===== src/rtl/noise_pkg.sv =====
// Shared constants for the noise channel: frame-step selection, shift divisor table
// and the shift-period helper used when the shift timer reloads.
package noise_pkg;

    localparam int FRAME_DIV_DEFAULT = 8192;
    localparam int SHIFT_W           = 20;

    // Slot [r] holds the base divisor for divisor code r.
    localparam logic [7:0][6:0] DIV_TABLE = {7'd112, 7'd96, 7'd80, 7'd64,
                                             7'd48,  7'd32, 7'd16, 7'd8};

    // Bit n set means frame step n clocks the length counter.
    localparam logic [7:0] LEN_STEP_MASK  = 8'b0101_0101;
    localparam logic [2:0] ENV_STEP       = 3'd7;
    localparam logic [3:0] SHIFT_MUTE_MIN = 4'd14;

    // Larger shifts overflow the 20-bit timer; those settings are muted anyway.
    function automatic logic [SHIFT_W-1:0] shift_period(input logic [7:0] poly);
        logic [SHIFT_W-1:0] base;
        base = {{(SHIFT_W-7){1'b0}}, DIV_TABLE[poly[2:0]]};
        return base << poly[7:4];
    endfunction

endpackage


===== src/rtl/vol_envelope.sv =====
// Volume envelope: direction and period are captured at load, the volume steps once
// per expiry of the envelope timer and stops for good at 0 or 15 until the next load.
module vol_envelope
    import noise_pkg::*;
(
    input  logic       I_SHIFT_CLOCK,
    input  logic       I_RESET,
    input  logic       load,
    input  logic       env_clk,
    input  logic [7:0] I_ENV_REG,
    output logic [3:0] volume
);

    logic [3:0] vol_reg,    vol_next;
    logic [2:0] timer_reg,  timer_next;
    logic [2:0] period_reg, period_next;
    logic       dir_reg,    dir_next;
    logic       active_reg, active_next;

    always_comb begin
        vol_next    = vol_reg;
        timer_next  = timer_reg;
        period_next = period_reg;
        dir_next    = dir_reg;
        active_next = active_reg;
        if (load) begin
            vol_next    = I_ENV_REG[7:4];
            dir_next    = I_ENV_REG[3];
            period_next = I_ENV_REG[2:0];
            timer_next  = I_ENV_REG[2:0];
            active_next = |I_ENV_REG[2:0];
        end else if (env_clk && active_reg) begin
            if (timer_reg <= 3'd1) begin
                timer_next = period_reg;
                if (dir_reg && vol_reg != 4'hF) begin
                    vol_next = vol_reg + 4'd1;
                end else if (!dir_reg && vol_reg != 4'h0) begin
                    vol_next = vol_reg - 4'd1;
                end else begin
                    active_next = 1'b0;
                end
            end else begin
                timer_next = timer_reg - 3'd1;
            end
        end
    end

    always_ff @(posedge I_SHIFT_CLOCK) begin
        if (I_RESET) begin
            vol_reg    <= '0;
            timer_reg  <= '0;
            period_reg <= '0;
            dir_reg    <= 1'b0;
            active_reg <= 1'b0;
        end else begin
            vol_reg    <= vol_next;
            timer_reg  <= timer_next;
            period_reg <= period_next;
            dir_reg    <= dir_next;
            active_reg <= active_next;
        end
    end

    assign volume = vol_reg;

endmodule


===== src/rtl/noise_channel_sequencer.sv =====
// Noise channel control: frame sequencer, shift-rate timer, length counter and
// channel enable; the volume envelope lives in vol_envelope.
module noise_channel_sequencer
    import noise_pkg::*;
#(
    parameter int FRAME_DIV = FRAME_DIV_DEFAULT
) (
    input  logic       I_SHIFT_CLOCK,
    input  logic       I_RESET,
    input  logic [7:0] I_ENV_REG,
    input  logic [7:0] I_POLY_REG,
    input  logic [5:0] I_LENGTH_LOAD,
    input  logic       I_LENGTH_WR,
    input  logic       I_LENGTH_EN,
    input  logic       I_TRIGGER,
    output logic       O_SHIFT_TICK,
    output logic       O_LFSR_RESET,
    output logic       O_BIT_WIDTH,
    output logic [3:0] O_VOLUME,
    output logic       O_WAVEFORM_EN
);

    localparam int DIV_W = (FRAME_DIV > 1) ? $clog2(FRAME_DIV) : 1;

    logic [DIV_W-1:0]   div_cnt_reg, div_cnt_next;
    logic [2:0]         step_reg,    step_next;
    logic [SHIFT_W-1:0] shift_cnt_reg, shift_cnt_next;
    logic [6:0]         len_reg,     len_next;
    logic               wave_reg,    wave_next;
    logic               tick_reg,    tick_next;
    logic               lfsr_reg;
    logic               width_reg;

    logic               frame_pulse;
    logic               len_clk;
    logic               env_clk;
    logic               dac_on;
    logic               shift_fire;
    logic [SHIFT_W-1:0] reload_period;

    // The clock a pulse produces is chosen by the step value before it advances.
    assign frame_pulse   = (div_cnt_reg == DIV_W'(FRAME_DIV - 1));
    assign len_clk       = frame_pulse && LEN_STEP_MASK[step_reg];
    assign env_clk       = frame_pulse && (step_reg == ENV_STEP);
    assign dac_on        = |I_ENV_REG[7:3];
    assign reload_period = shift_period(I_POLY_REG);

    always_comb begin
        div_cnt_next = frame_pulse ? '0 : div_cnt_reg + DIV_W'(1);
        step_next    = frame_pulse ? step_reg + 3'd1 : step_reg;
    end

    always_comb begin
        shift_cnt_next = shift_cnt_reg;
        len_next       = len_reg;
        wave_next      = wave_reg;
        shift_fire     = 1'b0;
        if (I_TRIGGER) begin
            wave_next      = dac_on;
            shift_cnt_next = reload_period;
            if (len_reg == 7'd0) begin
                len_next = 7'd64;
            end
        end else begin
            if (shift_cnt_reg <= SHIFT_W'(1)) begin
                shift_fire     = 1'b1;
                shift_cnt_next = reload_period;
            end else begin
                shift_cnt_next = shift_cnt_reg - SHIFT_W'(1);
            end
            if (len_clk && I_LENGTH_EN && len_reg != 7'd0 && !I_LENGTH_WR) begin
                len_next = len_reg - 7'd1;
                if (len_reg == 7'd1) begin
                    wave_next = 1'b0;
                end
            end
        end
        if (I_LENGTH_WR) begin
            len_next = 7'd64 - {1'b0, I_LENGTH_LOAD};
        end
        if (!dac_on) begin
            wave_next = 1'b0;
        end
        tick_next = shift_fire && (I_POLY_REG[7:4] < SHIFT_MUTE_MIN) && wave_next;
    end

    always_ff @(posedge I_SHIFT_CLOCK) begin
        if (I_RESET) begin
            div_cnt_reg   <= '0;
            step_reg      <= '0;
            shift_cnt_reg <= '0;
            len_reg       <= '0;
            wave_reg      <= 1'b0;
            tick_reg      <= 1'b0;
            lfsr_reg      <= 1'b0;
            width_reg     <= 1'b0;
        end else begin
            div_cnt_reg   <= div_cnt_next;
            step_reg      <= step_next;
            shift_cnt_reg <= shift_cnt_next;
            len_reg       <= len_next;
            wave_reg      <= wave_next;
            tick_reg      <= tick_next;
            lfsr_reg      <= I_TRIGGER;
            width_reg     <= I_POLY_REG[3];
        end
    end

    vol_envelope u_envelope (
        .I_SHIFT_CLOCK (I_SHIFT_CLOCK),
        .I_RESET       (I_RESET),
        .load          (I_TRIGGER),
        .env_clk       (env_clk),
        .I_ENV_REG     (I_ENV_REG),
        .volume        (O_VOLUME)
    );

    assign O_SHIFT_TICK  = tick_reg;
    assign O_LFSR_RESET  = lfsr_reg;
    assign O_BIT_WIDTH   = width_reg;
    assign O_WAVEFORM_EN = wave_reg;

endmodule


===== config.mk =====
export PLATFORM = sky130hd
export DESIGN_NAME = noise_channel_sequencer
export DESIGN_NICKNAME = d
export VERILOG_FILES = /design/src/rtl/noise_pkg.sv /design/src/rtl/vol_envelope.sv /design/src/rtl/noise_channel_sequencer.sv
export SDC_FILE = /design/constraint.sdc
export NUM_CORES = 1
export LEC_CHECK = 0
export CORE_ASPECT_RATIO = 1.5
export CORE_MARGIN = 10
export CORE_UTILIZATION = 52
export DETAILED_ROUTE_END_ITERATION = 12
export PLACE_DENSITY = 0.77
export REMOVE_ABC_BUFFERS = 1
export SLEW_MARGIN = 10
export SYNTH_ARGS = -nofsm -noshare
export SYNTH_HDL_FRONTEND = slang
export SYNTH_SLANG_ARGS = --single-unit

===== constraint.sdc =====
create_clock -name I_SHIFT_CLOCK -period 2.3 [get_ports I_SHIFT_CLOCK]
set_clock_uncertainty 0.15 [all_clocks]
set_input_delay 0.345 -clock I_SHIFT_CLOCK [delete_from_list [all_inputs] [get_ports I_SHIFT_CLOCK]]
set_output_delay 0.345 -clock I_SHIFT_CLOCK [all_outputs]
set_load 0.05 [all_outputs]

==> results of run 1 <==
## cells in the final DEF (no fill, tap or decap), drive strengths merged, types with 3 or more instances in the layout
cell,synthesis,routed
o21ai,8,8
o31ai,4,4
nand2b,5,5
buf,5,33
or4,8,8
nor2b,6,6
a21oi,24,24
a22oi,3,3
a31oi,4,4
clkbuf,15,12
and2,3,3
inv,18,18
and4,3,3
xor2,9,9
o32ai,3,3
nand2,31,31
or3,3,3
o211ai,3,3
a21o,4,4
mux2i,5,5
a311oi,3,3
mux2,5,5
o22ai,6,6
dfxtp,60,60
o21a,6,6
nand4,6,6
nor2,39,39
bufinv,0,3
nand3b,4,4
nor4,12,12
a211oi,9,9
nor3,18,18
and3,6,6
xnor2,23,23
ha,11,11
clkdlybuf4s50,0,34
nand3,18,18
## kinds of logic after synthesis
kind of cell / count (synthesis)
xor+xnor: 32
mux: 10
compound gates: 94
buf+inv: 38
simple gates: 169
fa+ha+maj: 12
flops: 60
## worst paths after layout
path	end	from	slack, ps	cells past startpoint
setup / recovery	shift_cnt_reg[17]	shift_cnt_reg[13]	40	5
hold / removal	step_reg[2]	step_reg[2]	310	2
setup reg to reg	shift_cnt_reg[17]	shift_cnt_reg[13]	40	5
hold reg to reg	step_reg[2]	step_reg[2]	310	2
## metrics by stage
step / setup slack (ps) / power (mW) / util / cell area (um^2)
6_report: 39.2 / 3.89 / 0.671 / 4350
5_1_grt: -37.3 / 4.09 / 0.671 / 4350
4_1_cts: 25.2 / 3.87 / 0.666 / 4320
3_5_place_dp: -36.0 / 2.67 / 0.627 / 4070
3_3_place_gp: -3.74 / 2.63 / 0.627 / 4070
2_1_floorplan: -156 / 2.18 / - / 3390
## worst reg2reg max path, stage by stage (launching register included)
cell,delay (ps)
dfxtp_1,310
or4_4,560
or4_4,450
or4_4,490
a21oi_2,120
o21ba_1,120
## layer usage
metal,global-route usage,part of all wire,vias up
li1,-,-,1632
met1,0.176,0.38,1580
met2,0.319,0.54,82
met3,0.0386,0.047,26
met4,0.0935,0.033,0
met5,0,0,-
## area by class of cell
cell class              count  area (um^2)
inverters                  18         67.6
clock inverters             4         95.1
clock buffers              12          155
repair buffers             67          588
well taps                  76         95.1
flip-flops and latches     60         1200
multi-input cells         317         2150
fillers                   532         2140
## where the power goes
part | switching (mW) | total [mW] | leakage, nW | internal [mW]
logic | 0.724 | 1.40 | 1.04 | 0.672
registers | 0.134 | 1.30 | 0.492 | 1.16
clock network | 0.415 | 1.19 | 0.127 | 0.778
## repair_timing
item / CTS / global route
setup buffers: 0 / 1
gates resized for setup: 1 / 6
setup endpoints to repair: 1 / 5
==> impl_metrics.ini, run 1 <==
[setup_path]
critPathMaxFanout = 4
critPathTopFamily = simple AND/OR/NAND/NOR gates
worst-path-buf-inv = 0
crit_path_start_kind = flip-flop
max_stage_delay_ps = 560
arrival_ps = 2390
crit_required_ps = 2430
worstPathCellList = or4_4 > or4_4 > or4_4 > a21oi_2 > o21ba_1
endpoint_kind = flip-flop
slowest_stage = or4_4
crit_top_cell = or4_4
crit_type = flip-flop to flip-flop

[global_routing]
grt_pass1_vias = 3396
grt_pass1_wl_um = 15000
grt_max_degree = 19
antenna_found_initial = 0
overflow = 0
track_usage = 0.175

[clock_tree]
clock_path_buffers = 2
cts-root-buf = clkbuf_8
cts_made_buffers = 9
hold_buffers = 0
clk_latency_ps = 340
path_clk_slew_ps = 70
h-tree-depth = 3
tritoncts = done
clkSinkCount = 60

[detailed_routing]
wirelength_um = 8960
viasPerCell = 5.99
drt_iter0_markers = 202
route.detailed.drc = 0
route.vias.total = 3320
avgRoutedWirePerCell_um = 16.2
drt_first_pass_iters = 4
antenna_left = 0

[placement]
placed_cells_incl_taps = 537
io_buffers = 34
dpl.hpwl_um = 6810
gp_congestion = 0.894

[synthesis]
synth_area_leaders = dfxtp_1 (35%), xnor2_1 (5.8%), nor2_1 (4.2%)
synthFlopType = dfxtp_1
synthAdderAreaFrac = 0.0455
ys.warnings.count = 0
synth_xor_xnor_area_share = 0.0808
yosysSeqAreaShare = 0.346
synth_mux_area_frac = 0.0307
synth.most_common_cell = dfxtp_1
synth_compound_area_frac = 0.189
synth_commonest_cells = dfxtp_1 (60), nor2_1 (39), nand2_1 (31)
synth_top_family_by_area = simple AND/OR/NAND/NOR gates
synth_top_area_share = 0.346
synthSimpleGateAreaFrac = 0.266
ys_seq_elements = 60
ys_types = 66
synthCells = 415
synthArstFlopShare = 0
synth_largest_area_cell = dfxtp_1
synth-edff-count = 0
mappedNetlistArea_um2 = 3470
postSynthAreaPerCell_um2 = 8.36

[layout]
layout.nets = 512
drive_gt1_frac = 0.146
syn_to_final_growth_pct = 25.4
stdcell_count = 554
antennaDiodeCount = 0
largest_reg_flops = 20

[pwr]
powerDensity_nw_per_um2 = 893
irDropWorstVdd_uv = 493
p_leak_nw = 1.66

[outcome]
status = finished, final reports clean

[floorplanning]
die_w_um = 86.7
fp.coreArea_um2 = 6490
die_h_um = 120
row_count = 36
initial_core_util = 0.535
ioPinCount = 35
dieArea_um2 = 10400

[sta]
slew_viol_final = 0
tns_ps = 0
setup_violations = 0
worst_pin_slew_ps = 516
holdWs_ps = 308
timing.final.crit_share = 0.983
finalHoldViolCount = 0
min_period_ps = 2260
max_freq_mhz = 442
maxSlewHeadroom = 0.655
rsz0062_at_grt = yes

[job]
drv_cap = 0

[hold_path]
hp-class = flip-flop to flip-flop
Note: power is estimated with default switching activity, not from simulation.
==> run 2: changes to the inputs <==
--- a/config.mk
+++ b/config.mk
@@ -5,11 +5,12 @@
 export SDC_FILE = /design/constraint.sdc
 export NUM_CORES = 1
 export LEC_CHECK = 0
+export ABC_CLOCK_PERIOD_IN_PS = 2300
 export CORE_ASPECT_RATIO = 1.5
 export CORE_MARGIN = 10
 export CORE_UTILIZATION = 52
 export DETAILED_ROUTE_END_ITERATION = 12
-export PLACE_DENSITY = 0.77
+export PLACE_DENSITY = 0.84
 export REMOVE_ABC_BUFFERS = 1
 export SLEW_MARGIN = 10
 export SYNTH_ARGS = -nofsm -noshare
==> run 2 against run 1 <==
The flow now finishes with violations (setup timing). Final area increased by 0.46%. Critical path type unchanged. Register-to-register slack lost 70 ps. Routed wire length is 2.0% higher. Fmax down 3.0%. Sequential power barely moved.
==> impl_metrics.ini, run 2 (synthesis gave the netlist of run 1 again) <==
[placement]
dpl.hpwl_um = 6700
io_buffers = 34
place_area_um2 = 4090
gp_congestion = 0.959

[sta]
setup_violations = 6
finalHoldViolCount = 0
timing.final.crit_share = 1.01
maxSlewHeadroom = 0.660
slew_viol_final = 0
min_period_ps = 2330
worst_pin_slew_ps = 508
final.setup.worst_slack_ps = -31.7
tns_ps = -97.2
rsz0062_at_grt = yes
max_freq_mhz = 429

[floorplanning]
die_w_um = 86.7
initial_core_util = 0.535
fp.coreArea_um2 = 6490
die_h_um = 120
dieArea_um2 = 10400
ioPinCount = 35
row_count = 36

[pwr]
p_leak_nw = 1.67
totalPowerFinal_mw = 3.86
powerDensity_nw_per_um2 = 884
irDropWorstVdd_uv = 419

[layout]
postLayoutCoreUtil = 0.674
layout.nets = 517
antennaDiodeCount = 0
final_common_cell = dfxtp_1
final_cell_mix = dfxtp_1 (59), nor2_1 (39), buf_4 (36)
largest_reg_flops = 20
drive_gt1_frac = 0.164
design_area_um2 = 4370
syn_to_final_growth_pct = 26.0

[global_routing]
overflow = 0
grt_pass1_wl_um = 15000
antenna_found_initial = 0
grt_pass1_vias = 3373
grt_max_degree = 27
track_usage = 0.174

[setup_path]
crit_required_ps = 2400
endpoint_kind = flip-flop
crit_path_start_kind = flip-flop
critPathMaxFanout = 4
arrival_ps = 2430
crit_type = flip-flop to flip-flop

[detailed_routing]
antenna_left = 0
viasPerCell = 6.15
avgRoutedWirePerCell_um = 16.4
drt_first_pass_iters = 5
drt_iter0_markers = 205
route.detailed.drc = 0
wirelength_um = 9150
route.vias.total = 3437

[clock_tree]
path_clk_slew_ps = 70
clock_path_buffers = 2
clk_latency_ps = 340
cts_made_buffers = 9
cts-root-buf = clkbuf_8
clkSinkCount = 60
tritoncts = done
h-tree-depth = 3

[hold_path]
hp-class = flip-flop to flip-flop

[job]
drv_cap = 0

[outcome]
status = complete, but fails checks
violations = setup timing
-- run 2: cell count changes in the layout (fill, tap and decap cells not counted), sizes merged --
cell,delta
buf,+5
bufinv,-1
clkbuf,-1
clkinv,+2
-- run 2: report_power, final --
| part | switching, mW | internal [mW] |
|---|---|---|
| Clock | 0.411 | 0.634 |
| Combinational | 0.785 | 0.732 |
| Sequential | 0.134 | 1.16 |
-- run 2: through the flow --
step / worst slack (ps) / instances / hold WS [ps]
5_1_grt: -131 / 559 / 347
6_report: -31.7 / 559 / 315
4_1_cts: 1.95 / 556 / 312
2_1_floorplan: -156 / 395 / 264
3_3_place_gp: 99.5 / 540 / 293
3_5_place_dp: 35.8 / 540 / 302
-- run 2: worst paths after layout --
path	start	endpoint	slack, ps	depth (start not counted)
worst min register to register	step_reg[2]	step_reg[2]	320	2
worst max register to register	shift_cnt_reg[12]	shift_cnt_reg[3]	-30	6
worst min-delay path	step_reg[2]	step_reg[2]	320	2
worst max-delay path	shift_cnt_reg[12]	shift_cnt_reg[3]	-30	6
-- run 2: repair_timing --
item / CTS / global route
buffers inserted: 0 / 2
endpoints found under the setup margin: 1 / 11
pin swaps: 0 / 7
cloned: 0 / 1
hold buffers: 0 / 0
gates resized for setup: 1 / 11
-- run 2: cell type report --
type,count,area (um^2)
Timing Repair Buffer,72,627
Sequential cell,60,1200
Fill cell,527,2120
Inverter,18,67.6
Multi-Input combinational cell,317,2160
Clock inverter,5,75.1
Clock buffer,11,141
Tap cell,76,95.1
-- run 2: layer usage --
metal / up-vias / track usage / wire, um
met2: 117 / 0.310 / 4910
met5: - / 0 / 0
met1: 1652 / 0.180 / 3540
met4: 0 / 0.0884 / 229
met3: 20 / 0.0447 / 468
li1: 1648 / - / -
-- run 2: critical path, cell delays in order, from the launching register on --
cell and delay, ps:
dfxtp_1 310, or4_4 540, buf_4 160, nor4_4 240, a31oi_2 180, or4_4 490
o22ai_2 170
==> run 3: changes to the inputs <==
--- a/config.mk
+++ b/config.mk
@@ -5,10 +5,10 @@
 export SDC_FILE = /design/constraint.sdc
 export NUM_CORES = 1
 export LEC_CHECK = 0
-export ABC_CLOCK_PERIOD_IN_PS = 2300
+export ABC_CLOCK_PERIOD_IN_PS = 2800
 export CORE_ASPECT_RATIO = 1.5
 export CORE_MARGIN = 10
-export CORE_UTILIZATION = 52
+export CORE_UTILIZATION = 55
 export DETAILED_ROUTE_END_ITERATION = 12
 export PLACE_DENSITY = 0.84
 export REMOVE_ABC_BUFFERS = 1
==> constraint.sdc (replaced) <==
create_clock -name I_SHIFT_CLOCK -period 2.8 [get_ports I_SHIFT_CLOCK]
set_clock_uncertainty 0.15 [all_clocks]
set_input_delay 0.42 -clock I_SHIFT_CLOCK [delete_from_list [all_inputs] [get_ports I_SHIFT_CLOCK]]
set_output_delay 0.42 -clock I_SHIFT_CLOCK [all_outputs]
set_load 0.05 [all_outputs]
==> run 3 against run 2 <==
Global-route usage is 0.085 points higher. First-iteration DRC count is 15% lower. Routed wire length is 5.6% lower. Count of clock-buffer cells in the layout stayed put. Non-clock buffer count is 29 lower. Sequential cell count stayed put. Critical path type unchanged. Power is 26% lower. The run now ends clean. Via count is 8.2% lower. Largest power group is now registers. Hold slack better by 3.3 ps. Sequential share of layout area is 1.8 points higher. Combinational power is 35% lower. Utilization is 0.61 points lower.
==> impl_metrics.ini, run 3 (synthesis gave the netlist of run 1 again) <==
[clock_tree]
clock_path_buffers = 2
h-tree-depth = 3
clk_latency_ps = 340
cts-root-buf = clkbuf_8
tritoncts = done
cts_resized = 0
hold_buffers = 0
cts_made_buffers = 9
clkSinkCount = 60
post-cts-setup-buffer-count = 0
path_clk_slew_ps = 70

[detailed_routing]
route.detailed.drc = 0
wirelength_um = 8630
drt_iter0_markers = 175
route.vias.total = 3155
viasPerCell = 5.98
drt_first_pass_iters = 4
antenna_left = 0
avgRoutedWirePerCell_um = 16.4

[sta]
worst_pin_slew_ps = 768
holdWs_ps = 318
setup_violations = 0
min_period_ps = 2640
max_freq_mhz = 379
maxSlewHeadroom = 0.486
finalHoldViolCount = 0
rsz0062_at_grt = no
tns_ps = 0
timing.final.crit_share = 0.943
slew_viol_final = 0

[pwr]
powerDensity_nw_per_um2 = 699
totalPowerFinal_mw = 2.86
irDropWorstVdd_uv = 352
p_leak_nw = 1.52

[global_routing]
grt_pass1_vias = 3152
grt_max_degree = 35
track_usage = 0.175
overflow = 0
grt_pass1_wl_um = 14300
antenna_found_initial = 0

[setup_path]
critPathMaxFanout = 19
crit_path_start_kind = flip-flop
worst-path-buf-inv = 0
rrSetupSlack_ps = 160
max_stage_delay_ps = 670
critPathTopFamily = simple AND/OR/NAND/NOR gates
arrival_ps = 2750
endpoint_kind = flip-flop
crit_type = flip-flop to flip-flop
slowest_stage = or4_1
worstPathCellList = or4_1 > nor4_4 > a31oi_2 > or4_4 > o22ai_1
crit_required_ps = 2910

[floorplanning]
fp.coreArea_um2 = 6130
dieArea_um2 = 9950
die_w_um = 84.8
die_h_um = 117
initial_core_util = 0.566
ioPinCount = 35
row_count = 35

[placement]
dpl.hpwl_um = 6370
place_area_um2 = 3890
io_buffers = 34
gp_congestion = 0.909

[layout]
layout.nets = 488
final_cell_mix = dfxtp_1 (60), nor2_1 (39), clkdlybuf4s50_1 (34)
design_area_um2 = 4090
fillers = 523
syn_to_final_growth_pct = 18.0
largest_reg_flops = 20
final_common_cell = dfxtp_1
regArea_um2 = 1200
multi_input_area_um2 = 2120
antennaDiodeCount = 0
drive_gt1_frac = 0.0903

[job]
drv_cap = 0

[outcome]
status = finished, final reports clean

[hold_path]
hp-class = flip-flop to flip-flop
## run 3: changes by cell type in the layout (fill, tap and decap cells not counted), sizes merged
cell / delta
buf: -29
clkinv: +1
bufinv: -1
## run 3: area by class of cell
cell class,instances,share of cell area
Clock buffer,11,0.0370
Clock inverter,5,0.0122
Inverter,18,0.0165
Multi-Input combinational cell,317,0.518
Sequential cell,60,0.293
Tap cell,74,0.0226
Timing Repair Buffer,43,0.0997
## run 3: per-layer routing
metal  track usage  up-vias  wire (um)
li1              -     1590          -
met1         0.183     1468       3560
met2         0.318       80       4570
met3        0.0381       17        325
met4        0.0925        0        184
met5             0        -          0
## run 3: worst reg2reg max path: cells and delay by family, from the launching register on
| kind | cells | cell delay (ps) |
|---|---|---|
| AND/OR/NAND/NOR | 3 | 1540 |
| AO/OA/AOI/OAI | 2 | 540 |
| flip-flops | 1 | 340 |
## run 3: stage by stage
stage	setup WS, ps	utilization	instances
finish	160	0.668	528
global route	48.8	0.668	528
detailed placement	166	0.635	512
global placement	285	0.635	512
floorplan	344	-	395
CTS	157	0.668	528
## run 3: path summary, 6_finish.rpt
| path | from | end | depth (start not counted) |
|---|---|---|---|
| worst max-delay path | shift_cnt_reg[12] | shift_cnt_reg[5] | 5 |
| worst max register to register | shift_cnt_reg[12] | shift_cnt_reg[5] | 5 |
| worst min-delay path | div_cnt_reg[0] | div_cnt_reg[0] | 1 |
| worst min register to register | div_cnt_reg[0] | div_cnt_reg[0] | 1 |
## run 3: report_power, final
part           switching, mW  leakage [nW]  internal (mW)  total, mW
registers              0.119         0.492          0.956       1.07
logic                  0.548         0.920          0.442      0.990
clock network          0.344         0.109          0.453      0.797
total                   1.01          1.52           1.85       2.86
==> variant 1, RTL diff (settings of run 2) <==
The package constant `FRAME_DIV_DEFAULT` goes from 8192 to 4096.
--- a/src/rtl/noise_pkg.sv
+++ b/src/rtl/noise_pkg.sv
@@ -2,7 +2,7 @@
 // and the shift-period helper used when the shift timer reloads.
 package noise_pkg;
 
-    localparam int FRAME_DIV_DEFAULT = 8192;
+    localparam int FRAME_DIV_DEFAULT = 4096;
     localparam int SHIFT_W           = 20;
 
     // Slot [r] holds the base divisor for divisor code r.
Check against the original RTL: same outputs for any inputs over 10 cycles, from zero or initial values and one cycle with I_RESET high; that may be too few to reach the edited logic, so the function may still have changed.
==> variant 1 against run 2 <==
Via count is 6.3% lower. Worst setup slack better by 0.16 ns. Final area is 4.2% lower. Synthesized cell count is 3.6% lower. Combinational power is 42% lower. Sequential share of layout area is 0.71 points higher. Core utilization is 0.077 points lower. Area after synthesis is 2.7% lower. Wire length is 6.7% lower. First-iteration DRC count is 11% higher. Critical path depth is 1 higher. Total power is 24% lower. Global-route usage is 0.77 points lower. Sequential cell count is 1 lower. Largest cell class unchanged. Highest routed layer unchanged.
==> variant 1: results (changes against run 2) <==
.. list-table::
   :header-rows: 1

   * - Metric
     - Value
   * - Post-synthesis adder-cell area fraction
     - 4.67% (was 4.55%)
   * - Comb power frac
     - 30.1% (was 39.3%)
   * - RD Place Congestion
     - 0.909 (was 0.959)
   * - Count of inverters other than clock inverters in the layout
     - 17 (was 18)
   * - Endpoint arrival time on the critical path
     - 2.27 ns (was 2.43 ns)
   * - Vias per inst
     - 5.96 (was 6.15)
   * - Vias in the first global route
     - 3207 (was 3373)
   * - Cells after synthesis
     - 400 (was 415)
   * - Fraction of the mapped netlist area in compound gates
     - 15.2% (was 18.9%)
   * - Most numerous cell types in the synthesized netlist
     - sky130_fd_sc_hd__dfxtp_1 (59), sky130_fd_sc_hd__nor2_1 (43), sky130_fd_sc_hd__nand2_1 (28) (was sky130_fd_sc_hd__dfxtp_1 (60), sky130_fd_sc_hd__nor2_1 (39), sky130_fd_sc_hd__nand2_1 (31))
   * - Final routed wirelength across all metal layers
     - 8530 µm (was 9150 µm)
   * - Unique masters post-synth
     - 63 (was 66)
   * - Destination of the worst hold path
     - div_cnt_reg[0] (was step_reg[2])
   * - Number of standard-cell rows in the floorplan
     - 35 (was 36)
   * - Worst-margin pin slew
     - 0.511 ns (was 0.508 ns)
   * - Fraction of area in clock buffers and inverters
     - 4.31% (was 4.95%)
   * - Fraction of final layout cells sized beyond drive strength 1
     - 14.8% (was 16.4%)
   * - Count of cells along the worst hold path
     - 1 (was 2)
   * - Total GRT Usage
     - 16.6% (was 17.4%)
   * - Status
     - finished, final reports clean (was finished with violations)
   * - Clock buffer count in the final layout
     - 12 (was 11)
   * - Non-clock buffering overhead in the final layout
     - 14.0% (was 14.3%)
   * - Instance area after placement
     - 4000 µm² (was 4090 µm²)
   * - Final #Nets
     - 500 (was 517)
   * - Maximum VDD drop
     - 0.371 mV (was 0.419 mV)
   * - P_leak
     - 1.62 nW (was 1.67 nW)
   * - Fraction of power spent switching nets
     - 32.5% (was 34.5%)
   * - Placed insts
     - 524 (was 540)
   * - Sequential-to-total area share from yosys stat
     - 35.0% (was 34.6%)
   * - Startpoint of the worst-slack reg-to-reg timing path
     - shift_cnt_reg[0] (was shift_cnt_reg[12])
   * - Sequential Area
     - 1180 µm² (was 1200 µm²)
   * - Register-to-register setup slack
     - 0.13 ns (was -0.03 ns)
   * - Sink count of the clock tree
     - 59 (was 60)
   * - Synth Area in XOR/XNOR
     - 9.34% (was 8.08%)
   * - First-pass GRT wire length
     - 14200 µm (was 15000 µm)
   * - Number of filler cells placed in the layout
     - 516 (was 527)
   * - Slowest library cell on the worst path
     - sky130_fd_sc_hd__or4_1 (was sky130_fd_sc_hd__or4_4)
   * - Non-clock buffers
     - 65 (was 72)
[variant 1: metal layers]
metal	wire (µm)	part of all wire [%]	vias up	GRT usage, %
li1	-	-	1581	-
met1	3260	38	1519	16.0
met2	4630	54	98	30.9
met3	364	4.3	23	4.33
met4	278	3.3	0	8.37
met5	0	0	-	0
[variant 1: worst max path at each step]
| stage | startpoint | endpoint | slack [ns] |
|---|---|---|---|
| after floorplan | shift_cnt_reg[0] | shift_cnt_reg[12] | -0.11 |
| after global placement | I_POLY_REG[2] | shift_cnt_reg[16] | -0.003 |
| after detailed placement | I_POLY_REG[2] | shift_cnt_reg[7] | -0.02 |
| after CTS | shift_cnt_reg[1] | shift_cnt_reg[12] | 0.07 |
| after global routing | shift_cnt_reg[0] | shift_cnt_reg[12] | 0.01 |
| final | shift_cnt_reg[0] | shift_cnt_reg[12] | 0.13 |
[variant 1: what timing repair did]
item	4_1_cts	5_1_grt
buffers inserted	0	0
gates resized for setup	0	2
setup endpoints to repair	0	4
==> variant 2, RTL diff (settings of run 2) <==
Without the edit above. Register the inputs `I_ENV_REG`, `I_POLY_REG`, `I_LENGTH_LOAD`, `I_LENGTH_WR`, `I_LENGTH_EN` and `I_TRIGGER` before use. The logic sees them one clock later.
--- a/src/rtl/noise_channel_sequencer.sv
+++ b/src/rtl/noise_channel_sequencer.sv
@@ -22,6 +22,22 @@
 
     localparam int DIV_W = (FRAME_DIV > 1) ? $clog2(FRAME_DIV) : 1;
 
+    logic [7:0] I_ENV_REG_q;
+    logic [7:0] I_POLY_REG_q;
+    logic [5:0] I_LENGTH_LOAD_q;
+    logic I_LENGTH_WR_q;
+    logic I_LENGTH_EN_q;
+    logic I_TRIGGER_q;
+
+    always_ff @(posedge I_SHIFT_CLOCK) begin
+        I_ENV_REG_q     <= I_ENV_REG;
+        I_POLY_REG_q    <= I_POLY_REG;
+        I_LENGTH_LOAD_q <= I_LENGTH_LOAD;
+        I_LENGTH_WR_q   <= I_LENGTH_WR;
+        I_LENGTH_EN_q   <= I_LENGTH_EN;
+        I_TRIGGER_q     <= I_TRIGGER;
+    end
+
     logic [DIV_W-1:0]   div_cnt_reg, div_cnt_next;
     logic [2:0]         step_reg,    step_next;
     logic [SHIFT_W-1:0] shift_cnt_reg, shift_cnt_next;
@@ -42,8 +58,8 @@
     assign frame_pulse   = (div_cnt_reg == DIV_W'(FRAME_DIV - 1));
     assign len_clk       = frame_pulse && LEN_STEP_MASK[step_reg];
     assign env_clk       = frame_pulse && (step_reg == ENV_STEP);
-    assign dac_on        = |I_ENV_REG[7:3];
-    assign reload_period = shift_period(I_POLY_REG);
+    assign dac_on        = |I_ENV_REG_q[7:3];
+    assign reload_period = shift_period(I_POLY_REG_q);
 
     always_comb begin
         div_cnt_next = frame_pulse ? '0 : div_cnt_reg + DIV_W'(1);
@@ -55,7 +71,7 @@
         len_next       = len_reg;
         wave_next      = wave_reg;
         shift_fire     = 1'b0;
-        if (I_TRIGGER) begin
+        if (I_TRIGGER_q) begin
             wave_next      = dac_on;
             shift_cnt_next = reload_period;
             if (len_reg == 7'd0) begin
@@ -68,20 +84,20 @@
             end else begin
                 shift_cnt_next = shift_cnt_reg - SHIFT_W'(1);
             end
-            if (len_clk && I_LENGTH_EN && len_reg != 7'd0 && !I_LENGTH_WR) begin
+            if (len_clk && I_LENGTH_EN_q && len_reg != 7'd0 && !I_LENGTH_WR_q) begin
                 len_next = len_reg - 7'd1;
                 if (len_reg == 7'd1) begin
                     wave_next = 1'b0;
                 end
             end
         end
-        if (I_LENGTH_WR) begin
-            len_next = 7'd64 - {1'b0, I_LENGTH_LOAD};
+        if (I_LENGTH_WR_q) begin
+            len_next = 7'd64 - {1'b0, I_LENGTH_LOAD_q};
         end
         if (!dac_on) begin
             wave_next = 1'b0;
         end
-        tick_next = shift_fire && (I_POLY_REG[7:4] < SHIFT_MUTE_MIN) && wave_next;
+        tick_next = shift_fire && (I_POLY_REG_q[7:4] < SHIFT_MUTE_MIN) && wave_next;
     end
 
     always_ff @(posedge I_SHIFT_CLOCK) begin
@@ -101,17 +117,17 @@
             len_reg       <= len_next;
             wave_reg      <= wave_next;
             tick_reg      <= tick_next;
-            lfsr_reg      <= I_TRIGGER;
-            width_reg     <= I_POLY_REG[3];
+            lfsr_reg      <= I_TRIGGER_q;
+            width_reg     <= I_POLY_REG_q[3];
         end
     end
 
     vol_envelope u_envelope (
         .I_SHIFT_CLOCK (I_SHIFT_CLOCK),
         .I_RESET       (I_RESET),
-        .load          (I_TRIGGER),
+        .load          (I_TRIGGER_q),
         .env_clk       (env_clk),
-        .I_ENV_REG     (I_ENV_REG),
+        .I_ENV_REG     (I_ENV_REG_q),
         .volume        (O_VOLUME)
     );
 
Formal check against the unedited RTL: not equivalent (a bounded check fails within 4 cycles, from zero or initial values and one cycle with I_RESET high).
==> variant 2 against run 2 <==
Synthesized cell count is 5.5% higher. Final area is 13% higher. Worst setup slack better by 0.084 ns. Area after synthesis is 15% higher. Total power is 10% higher. Sequential cell count is 26 higher. Wire length is 0.92% lower.
==> variant 2: results (changes against run 2) <==
.. list-table::
   :header-rows: 1

   * - Metric
     - Value
   * - Total GRT Usage
     - 15.7% (was 17.4%)
   * - Status
     - finished, final reports clean (was finished with violations)
   * - Router iterations before antenna repair
     - 4 (was 5)
   * - Worst setup path start
     - div_cnt_reg[1] (was shift_cnt_reg[12])
   * - Maximum number of pins on one net before global-route repair
     - 22 (was 27)
   * - Number of filler cells placed in the layout
     - 608 (was 527)
   * - Placed insts
     - 578 (was 540)
   * - Maximum level of the CTS H-tree
     - 3 (unchanged)
   * - Endpoint arrival time on the critical path
     - 2.33 ns (was 2.43 ns)
   * - Final routed wirelength across all metal layers
     - 9060 µm (was 9150 µm)
   * - Worst-margin pin slew
     - 0.591 ns (was 0.508 ns)
   * - P_leak
     - 1.91 nW (was 1.67 nW)
   * - Clock latency on the worst-skew pair
     - 0.34 ns (about the same)
   * - Largest cells by area after synthesis
     - sky130_fd_sc_hd__dfxtp_1 (43%), sky130_fd_sc_hd__nor2_1 (5.6%), sky130_fd_sc_hd__xnor2_1 (4.8%) (was sky130_fd_sc_hd__dfxtp_1 (35%), sky130_fd_sc_hd__xnor2_1 (5.8%), sky130_fd_sc_hd__nor2_1 (4.2%))
   * - Worst Setup Slack post-DPL
     - 0.00153 ns (was 0.0358 ns)
   * - Dpl hpwl
     - 6710 µm (was 6700 µm)
   * - Maximum VDD drop
     - 0.698 mV (was 0.419 mV)
   * - Vias in the first global route
     - 3339 (was 3373)
   * - Critical path fanouts, max
     - 3 (was 4)
   * - Met3 capacity usage during global routing
     - 4.40% (was 4.47%)
   * - Unique masters post-synth
     - 63 (was 66)
   * - DRC Markers
     - 0 (unchanged)
   * - Top achievable clock speed
     - 445 MHz (was 429 MHz)
   * - Most numerous cell types in the synthesized netlist
     - sky130_fd_sc_hd__dfxtp_1 (86), sky130_fd_sc_hd__nor2_1 (60), sky130_fd_sc_hd__nand2_1 (25) (was sky130_fd_sc_hd__dfxtp_1 (60), sky130_fd_sc_hd__nor2_1 (39), sky130_fd_sc_hd__nand2_1 (31))
   * - Per-cell routed wire length
     - 15.2 µm (was 16.4 µm)
   * - Instance area after placement
     - 4560 µm² (was 4090 µm²)
   * - RD Place Congestion
     - 0.920 (was 0.959)
   * - Final #Nets
     - 527 (was 517)
   * - First-iteration detailed-routing DRC count
     - 153 (was 205)
   * - Launch point of the worst hold path
     - div_cnt_reg[0] (was step_reg[2])
   * - Mean instance size in the synthesized netlist
     - 9.10 µm² (was 8.36 µm²)
   * - First-pass GRT wire length
     - 15200 µm (was 15000 µm)
   * - Post-route worst setup slack
     - 0.0523 ns (was -0.0317 ns)
   * - Sequential Area
     - 1730 µm² (was 1200 µm²)
   * - Met2 track demand over resource in global routing
     - 29.0% (was 31.0%)
-- variant 2: cell types whose count changed after synthesis, sizes merged, moves of 4 or more --
cell,change
mux2i,+7
nor4,-5
inv,-4
nor2,+21
nand2,-6
nor2b,-5
nor3,-5
dfxtp,+26
nand4,-5
or4b,+4
o21a,-5
o21ai,+10
-- variant 2: cell type report --
type                            count  area share [%]
Timing Repair Buffer               59            11.0
Sequential cell                    86            35.0
Inverter                           14            1.07
Clock inverter                      7            2.08
Tap cell                          102            2.59
Clock buffer                        9            4.57
Multi-Input combinational cell    318            43.7
-- variant 2: worst max-delay path, delay by kind of cell, from the launching register on --
family / cells / cell delay [ns]
AND/OR/NAND/NOR: 3 / 0.92
AO/OA/AOI/OAI: 1 / 0.19
flip-flops: 1 / 0.35
multiplexers: 1 / 0.36
adder cells (fa/ha/maj): 1 / 0.17
-- variant 2: layer usage --
layer | up-vias | part of all wire [%]
li1 | 1663 | -
met5 | - | 0
met1 | 1608 | 38
met3 | 28 | 4.1
met2 | 83 | 55
met4 | 0 | 3.0
-- variant 2: cells by family after synthesis --
group | after synthesis | synth area share, %
mux | 16 | 4.14
simple gates | 174 | 24.2
xor+xnor | 33 | 7.25
compound gates | 83 | 13.8
flops | 86 | 43.2
buf+inv | 34 | 3.42
fa+ha+maj | 12 | 3.95
-- variant 2: power breakdown --
group          leakage (nW)  internal, mW  switching (mW)
clock network         0.157         0.964           0.620
registers             0.712          1.61           0.125
logic                  1.05         0.457           0.478
total                  1.91          3.03            1.22
-- variant 2: path summary, 6_finish.rpt --
check | slack, ns | end | cells after the start
setup / recovery | 0.05 | u_envelope.volume[2] | 6
hold reg to reg | 0.27 | div_cnt_reg[0] | 1
setup reg to reg | 0.05 | u_envelope.volume[2] | 6
hold / removal | 0.27 | div_cnt_reg[0] | 1
